[config.mk]
export PLATFORM = sky130hd
export DESIGN_NAME = wfg_drive_spi_arb
export DESIGN_NICKNAME = d
export VERILOG_FILES = /design/src/rtl/wfg_drive_spi_arb_pkg.sv /design/src/rtl/wfg_drive_spi_arb_rr.sv /design/src/rtl/wfg_drive_spi_arb.sv
export SDC_FILE = /design/constraint.sdc
export NUM_CORES = 1
export LEC_CHECK = 0
export BUFFER_PORTS_ARGS = -buffer_cell sky130_fd_sc_hd__buf_2
export CAP_MARGIN = 20
export CORE_AREA = 2 2 98 100
export CTS_BUF_LIST = sky130_fd_sc_hd__clkbuf_4 sky130_fd_sc_hd__clkbuf_8
export CTS_CLUSTER_DIAMETER = 200
export DETAILED_ROUTE_END_ITERATION = 10
export DIE_AREA = 0 0 100 102
export PLACE_DENSITY = 0.58
export SETUP_SLACK_MARGIN = 0.3
export SLEW_MARGIN = 20
export SYNTH_ARGS = -nofsm -noshare
export SYNTH_HDL_FRONTEND = slang
export SYNTH_SLANG_ARGS = --single-unit
export TNS_END_PERCENT = 10
[constraint.sdc]
create_clock -name clk -period 2.8 [get_ports clk]
set_clock_uncertainty 0.05 [all_clocks]
set_input_delay 0 -clock clk [delete_from_list [all_inputs] [get_ports clk]]
set_output_delay 0 -clock clk [all_outputs]
set_load 0.03 [all_outputs]
[src/rtl/wfg_drive_spi_arb_pkg.sv]
// Shared types and default sizes for the SPI drive arbiter.
// Optional watchdog is enabled by defining WFG_DRIVE_SPI_ARB_TIMEOUT_EN.
package wfg_drive_spi_arb_pkg;

  localparam int DEF_NUM_CH          = 4;
  localparam int DEF_AXIS_DATA_WIDTH = 32;
  localparam int DEF_TIMEOUT_W       = 16;

  typedef enum logic [1:0] {
    ST_IDLE  = 2'd0,
    ST_OFFER = 2'd1,
    ST_BUSY  = 2'd2
  } arb_state_t;

  typedef struct packed {
    logic [7:0] div;
    logic       cpol;
    logic       lsbfirst;
    logic [1:0] dff;
    logic       sspol;
  } spi_cfg_t;

endpackage

[src/rtl/wfg_drive_spi_arb_rr.sv]
// Combinational round-robin picker: first request at or after ptr+1, wrapping.
module wfg_drive_spi_arb_rr
  import wfg_drive_spi_arb_pkg::*;
#(
  parameter int NUM_CH = DEF_NUM_CH,
  parameter int OW     = 2
) (
  input  logic [NUM_CH-1:0] req,
  input  logic [OW-1:0]     ptr,
  output logic [OW-1:0]     grant,
  output logic              any_req
);

  // Scan from farthest to nearest so the nearest requester after ptr wins last.
  always_comb begin
    grant   = '0;
    any_req = |req;
    for (int k = NUM_CH; k >= 1; k--) begin
      grant = req[(int'(ptr) + k) % NUM_CH] ? OW'((int'(ptr) + k) % NUM_CH) : grant;
    end
  end

endmodule

[src/rtl/wfg_drive_spi_arb.sv]
// Round-robin arbiter/sequencer sharing one SPI drive engine among NUM_CH streams.
// Define WFG_DRIVE_SPI_ARB_TIMEOUT_EN to add the transfer watchdog and err_timeout_o.
module wfg_drive_spi_arb
  import wfg_drive_spi_arb_pkg::*;
#(
  parameter int NUM_CH          = DEF_NUM_CH,
  parameter int AXIS_DATA_WIDTH = DEF_AXIS_DATA_WIDTH
`ifdef WFG_DRIVE_SPI_ARB_TIMEOUT_EN
  , parameter int TIMEOUT_W     = DEF_TIMEOUT_W
`endif
) (
  input  logic                              clk,
  input  logic                              rst_n,
  input  logic                              wfg_pat_sync_i,
  input  logic                              ctrl_en_q_i,
  input  logic [NUM_CH-1:0]                 chan_en_q_i,
  input  logic [NUM_CH-1:0]                 s_axis_tvalid_i,
  output logic [NUM_CH-1:0]                 s_axis_tready_o,
  input  logic [NUM_CH*AXIS_DATA_WIDTH-1:0] s_axis_tdata_i,
  input  logic [NUM_CH*8-1:0]               cfg_div_q_i,
  input  logic [NUM_CH-1:0]                 cfg_cpol_q_i,
  input  logic [NUM_CH-1:0]                 cfg_lsbfirst_q_i,
  input  logic [NUM_CH-1:0]                 cfg_sspol_q_i,
  input  logic [NUM_CH*2-1:0]               cfg_dff_q_i,
  output logic                              m_sync_o,
  output logic                              m_axis_tvalid_o,
  input  logic                              m_axis_tready_i,
  output logic [AXIS_DATA_WIDTH-1:0]        m_axis_tdata_o,
  output logic [7:0]                        m_div_o,
  output logic                              m_cpol_o,
  output logic                              m_lsbfirst_o,
  output logic [1:0]                        m_dff_o,
  output logic                              m_sspol_o,
  input  logic                              spi_cs_ni,
  output logic [NUM_CH-1:0]                 spi_cs_no,
  output logic [((NUM_CH > 1) ? $clog2(NUM_CH) : 1)-1:0] owner_o,
  output logic                              busy_o
`ifdef WFG_DRIVE_SPI_ARB_TIMEOUT_EN
  , output logic                            err_timeout_o
`endif
);

  localparam int OW = (NUM_CH > 1) ? $clog2(NUM_CH) : 1;

  arb_state_t           state;
  logic [OW-1:0]        owner;
  logic [OW-1:0]        ptr;
  logic [OW-1:0]        grant;
  logic                 any_req;
  logic [NUM_CH-1:0]    req;
  logic                 owner_req;
  logic                 handshake;
  logic                 seen_active;
  logic                 cs_match;
  logic                 timeout_hit;
  logic                 cs_mask;
  logic [NUM_CH-1:0]    cs_active;
  spi_cfg_t             cfg_own;
  logic [AXIS_DATA_WIDTH-1:0] data_own;

  assign req       = s_axis_tvalid_i & chan_en_q_i & {NUM_CH{ctrl_en_q_i}};
  assign owner_req = req[owner];
  assign handshake = (state == ST_OFFER) && m_axis_tready_i && owner_req;
  assign cs_match  = (spi_cs_ni == cfg_sspol_q_i[owner]);

  wfg_drive_spi_arb_rr #(
    .NUM_CH (NUM_CH),
    .OW     (OW)
  ) u_rr (
    .req     (req),
    .ptr     (ptr),
    .grant   (grant),
    .any_req (any_req)
  );

  // Owner's data and config reach the engine only while a grant is held.
  always_comb begin
    cfg_own  = '0;
    data_own = '0;
    if (state != ST_IDLE) begin
      cfg_own.div      = cfg_div_q_i[int'(owner)*8 +: 8];
      cfg_own.cpol     = cfg_cpol_q_i[owner];
      cfg_own.lsbfirst = cfg_lsbfirst_q_i[owner];
      cfg_own.dff      = cfg_dff_q_i[int'(owner)*2 +: 2];
      cfg_own.sspol    = cfg_sspol_q_i[owner];
      data_own         = s_axis_tdata_i[int'(owner)*AXIS_DATA_WIDTH +: AXIS_DATA_WIDTH];
    end else begin
      cfg_own  = '0;
      data_own = '0;
    end
  end

  // Sequencer: grant, offer one beat, then follow the engine's cs through one frame.
  always_ff @(posedge clk or negedge rst_n) begin
    if (!rst_n) begin
      state       <= ST_IDLE;
      owner       <= '0;
      ptr         <= '0;
      seen_active <= 1'b0;
    end else begin
      case (state)
        ST_IDLE: begin
          if (any_req) begin
            owner <= grant;
            state <= ST_OFFER;
          end
        end
        ST_OFFER: begin
          if (timeout_hit || !owner_req) begin
            state <= ST_IDLE;
          end else if (m_axis_tready_i) begin
            ptr         <= owner;
            seen_active <= 1'b0;
            state       <= ST_BUSY;
          end
        end
        ST_BUSY: begin
          if (timeout_hit) begin
            state <= ST_IDLE;
          end else if (!seen_active && cs_match) begin
            seen_active <= 1'b1;
          end else if (seen_active && !cs_match) begin
            state <= ST_IDLE;
          end
        end
        default: state <= ST_IDLE;
      endcase
    end
  end

`ifdef WFG_DRIVE_SPI_ARB_TIMEOUT_EN
  logic [TIMEOUT_W-1:0] tmo_cnt;
  logic                 err_timeout;
  logic                 tmo_mask;

  assign timeout_hit   = (state != ST_IDLE) && (&tmo_cnt);
  assign cs_mask       = tmo_mask;
  assign err_timeout_o = err_timeout;

  // Watchdog restarts on each state entry; a timed-out owner's cs stays masked until the next grant.
  always_ff @(posedge clk or negedge rst_n) begin
    if (!rst_n) begin
      tmo_cnt     <= '0;
      err_timeout <= 1'b0;
      tmo_mask    <= 1'b0;
    end else begin
      if ((state == ST_IDLE) || handshake) begin
        tmo_cnt <= '0;
      end else begin
        tmo_cnt <= tmo_cnt + TIMEOUT_W'(1);
      end
      if (!ctrl_en_q_i) begin
        err_timeout <= 1'b0;
      end else if (timeout_hit) begin
        err_timeout <= 1'b1;
      end
      if (timeout_hit) begin
        tmo_mask <= 1'b1;
      end else if ((state == ST_IDLE) && any_req) begin
        tmo_mask <= 1'b0;
      end
    end
  end
`else
  assign timeout_hit = 1'b0;
  assign cs_mask     = 1'b0;
`endif

  // Only the owner's line may go active; it mirrors the engine cs one cycle late.
  always_ff @(posedge clk or negedge rst_n) begin
    if (!rst_n) begin
      cs_active <= '0;
    end else begin
      for (int i = 0; i < NUM_CH; i++) begin
        cs_active[i] <= (owner == OW'(i)) && cs_match && !cs_mask && !timeout_hit;
      end
    end
  end

  assign spi_cs_no = ~(cs_active ^ cfg_sspol_q_i);

  // Upstream ready is the handshake routed back to the owner only.
  always_comb begin
    s_axis_tready_o = '0;
    if (handshake) begin
      s_axis_tready_o[owner] = 1'b1;
    end else begin
      s_axis_tready_o = '0;
    end
  end

  assign m_axis_tvalid_o = (state == ST_OFFER);
  assign m_sync_o        = (state == ST_OFFER) && wfg_pat_sync_i;
  assign m_axis_tdata_o  = data_own;
  assign m_div_o         = cfg_own.div;
  assign m_cpol_o        = cfg_own.cpol;
  assign m_lsbfirst_o    = cfg_own.lsbfirst;
  assign m_dff_o         = cfg_own.dff;
  assign m_sspol_o       = cfg_own.sspol;
  assign owner_o         = owner;
  assign busy_o          = (state != ST_IDLE);

endmodule

==> results.toml <==
[clock_network]
cts.sinks = 11
cts-root-buf = "clkbuf_8"
cts_buffers = 3
cts.repair.resized = 0
path_clk_slew_ps = 50
holdBufCountCts = 1
cts-htree-levels = 1
cts_tree = "done"
postCtsSetupBuffers = 0
cts.path.max_buffers = 2
clkLatencyLatePin_ps = 230

[synth]
synth_cells = 181
ys_seq_area_share_pct = 13.4
syn_area_per_cell_sq_um = 11.3
ys_types = 35
yosysWarnings = 0
synthFlopType = "dfrtp_1"
syn-num-nets = 375
ys_ff_latch = 11
synth_edf_count = 0
synth.cell_area_sq_um = 2050
yosys.area.top_type_share_pct = 50.5
synth_top_area_cell = "mux4_2"
async_reset_ff_share_pct = 100
ys_top_cells_by_area = "mux4_2 51%, nor2b_1 14%, dfrtp_1 13%"

[flow_run]
maxCapViolCount = 0

[setup_path]
required_ps = 2750
critPathKind = "flip-flop to output pin"
cp_max_fo = 18
crit_path_end_kind = "output pin"
path_buf_inv = 2
r2r-start = "owner_o[0]"
slowest_stage = "dfrtp_4"
startpoint_type = "flip-flop"
critPathLaunch = "owner_o[0]"
crit_chain = "inv_2, mux4_2, or2_1, nor3_1, buf_2"
cp_slowest_stage_delay_ps = 610
crit_arrival_ps = 2210
critical_path.top_delay_family = "flip-flops"

[die]
initial_core_util_pct = 22.5
die-height_um = 102
pin_count = 252
die_w_um = 100
die_area_sq_um = 10200
rows = 35
core_area_sq_um = 9110

[timing]
slew_violations = 0
rsz0062_at_grt = "false"
worst_pin_slew_ps = 623
fmax_mhz = 443
setup_viol = 0
final.setup.tns_ps = 0
min_period_ps = 2260
hold_violations = 0
relSlewSlack_pct = 58.5
fin_crit_sh_pct = 80.6

[placement]
gp_congestion = 0.840
portBuffers = 251
dp_hpwl_um = 7760

[cells_and_area]
layout_common_cells = "251 x buf_2, 47 x nor2b_1, 46 x mux4_2"
area_growth_pct = 69.0
nets = 617
drive_above_1_share_pct = 73.5
layout_commonest_cell = "buf_2"

[global_route]
track_usage_pct = 15.9
grt-ovfl-total = 0
grt_pass1_vias = 2599
grt_pass1_wl_um = 12900
grt_max_degree = 35
antenna_found_initial = 0

[power_and_ir_drop]
total_power_w = 0.00209
p_leak_nw = 1.75
powerDensity_nw_per_um2 = 602
ir_worst_vdd_mv = 0.439

[min_path]
hold_start = "m_axis_tready_i"
hp-class = "input pin to flip-flop"

[routing]
drt_iter0_drc = 65
ant_nets = 0
first_pass_iters = 4
drt-wirelength-per-cell_um = 16.9
via_per_inst = 4.81
drc = 0
drt-total-wl_um = 9020
num_vias = 2568

[run_status]
status = "finished, final reports clean"
==> final timing paths <==
| kind | end | cells after the start | slack [ps] |
|---|---|---|---|
| min in group asynchronous | seen_active | 2 | 120 |
| worst min-delay path | state[0] | 3 | 10 |
| max in group asynchronous | owner_o[0] | 2 | 2350 |
| worst min register to register | seen_active | 1 | 460 |
| worst max-delay path | s_axis_tready_o[0] | 5 | 540 |
| worst max register to register | ptr[1] | 4 | 720 |
==> cells in the mapped netlist (3+ instances only) <==
| cell type | count |
|---|---|
| nor2b_1 | 47 |
| mux4_2 | 46 |
| dfrtp_1 | 11 |
| nand2_1 | 9 |
| nor2_1 | 8 |
| clkbuf_1 | 7 |
| o21ai_0 | 6 |
| buf_2 | 5 |
| xnor2_1 | 4 |
| a31oi_1 | 3 |
| buf_1 | 3 |
| nand3_1 | 3 |
==> sequential cells by signal, summed over array words and instances (netlist names) <==
register	flops
cs_active	4
owner_o	2
ptr	2
seen_active	1
state	2
==> worst register-to-register path, delay by kind of cell (launching register included) <==
family	cells	cell delay (ps)
DFF	1	610
and+or+nand+nor	1	320
muxes	2	840
buffers and inverters	1	140
==> kinds of logic after synthesis <==
logic type                Yosys count  share of synthesized area [%]
AOI/OAI and AO/OA                  20                           6.71
xor gates and xnor gates            5                           2.14
DFF                                11                           13.4
muxes                              48                           51.8
and+or+nand+nor                    77                           21.2
buffers and inverters              20                           4.70
==> layer usage <==
layer / up-vias / wire, um / global-route usage [%] / part of all wire, %
met4: 0 / 123 / 3.58 / 1.4
met5: - / 0 / 0 / 0
met2: 120 / 4860 / 29.4 / 54
met3: 12 / 586 / 1.71 / 6.5
met1: 1238 / 3450 / 19.9 / 38
li1: 1198 / - / - / -
==> stage by stage <==
step,cells,hold slack (ps),area [sq um],util [%],setup WS (ps)
floorplan,181,-346,2050,-,515
global placement,528,-172,3400,37.4,747
detailed placement,528,-166,3400,37.4,723
CTS,533,15.4,3460,38.0,525
global route,533,42.7,3460,38.0,394
finish,534,13.9,3470,38.0,544
==> report_power, final <==
group	internal (W)	total, W	switching [W]	leakage [nW]
sequential	0.000205	0.000325	0.000121	0.135
combinational	0.000793	0.00159	0.000800	1.59
clock	0.000110	0.000168	0.0000585	0.0262
==> layout make-up <==
type,instances,area [sq um]
fill,948,5640
multi-input combinational,150,1690
timing repair buffer,255,1300
sequential,11,280
tap,111,139
clock buffer,4,48.8
inverter,2,7.51
antenna,1,2.50
Power figures use the tool's default switching activity.
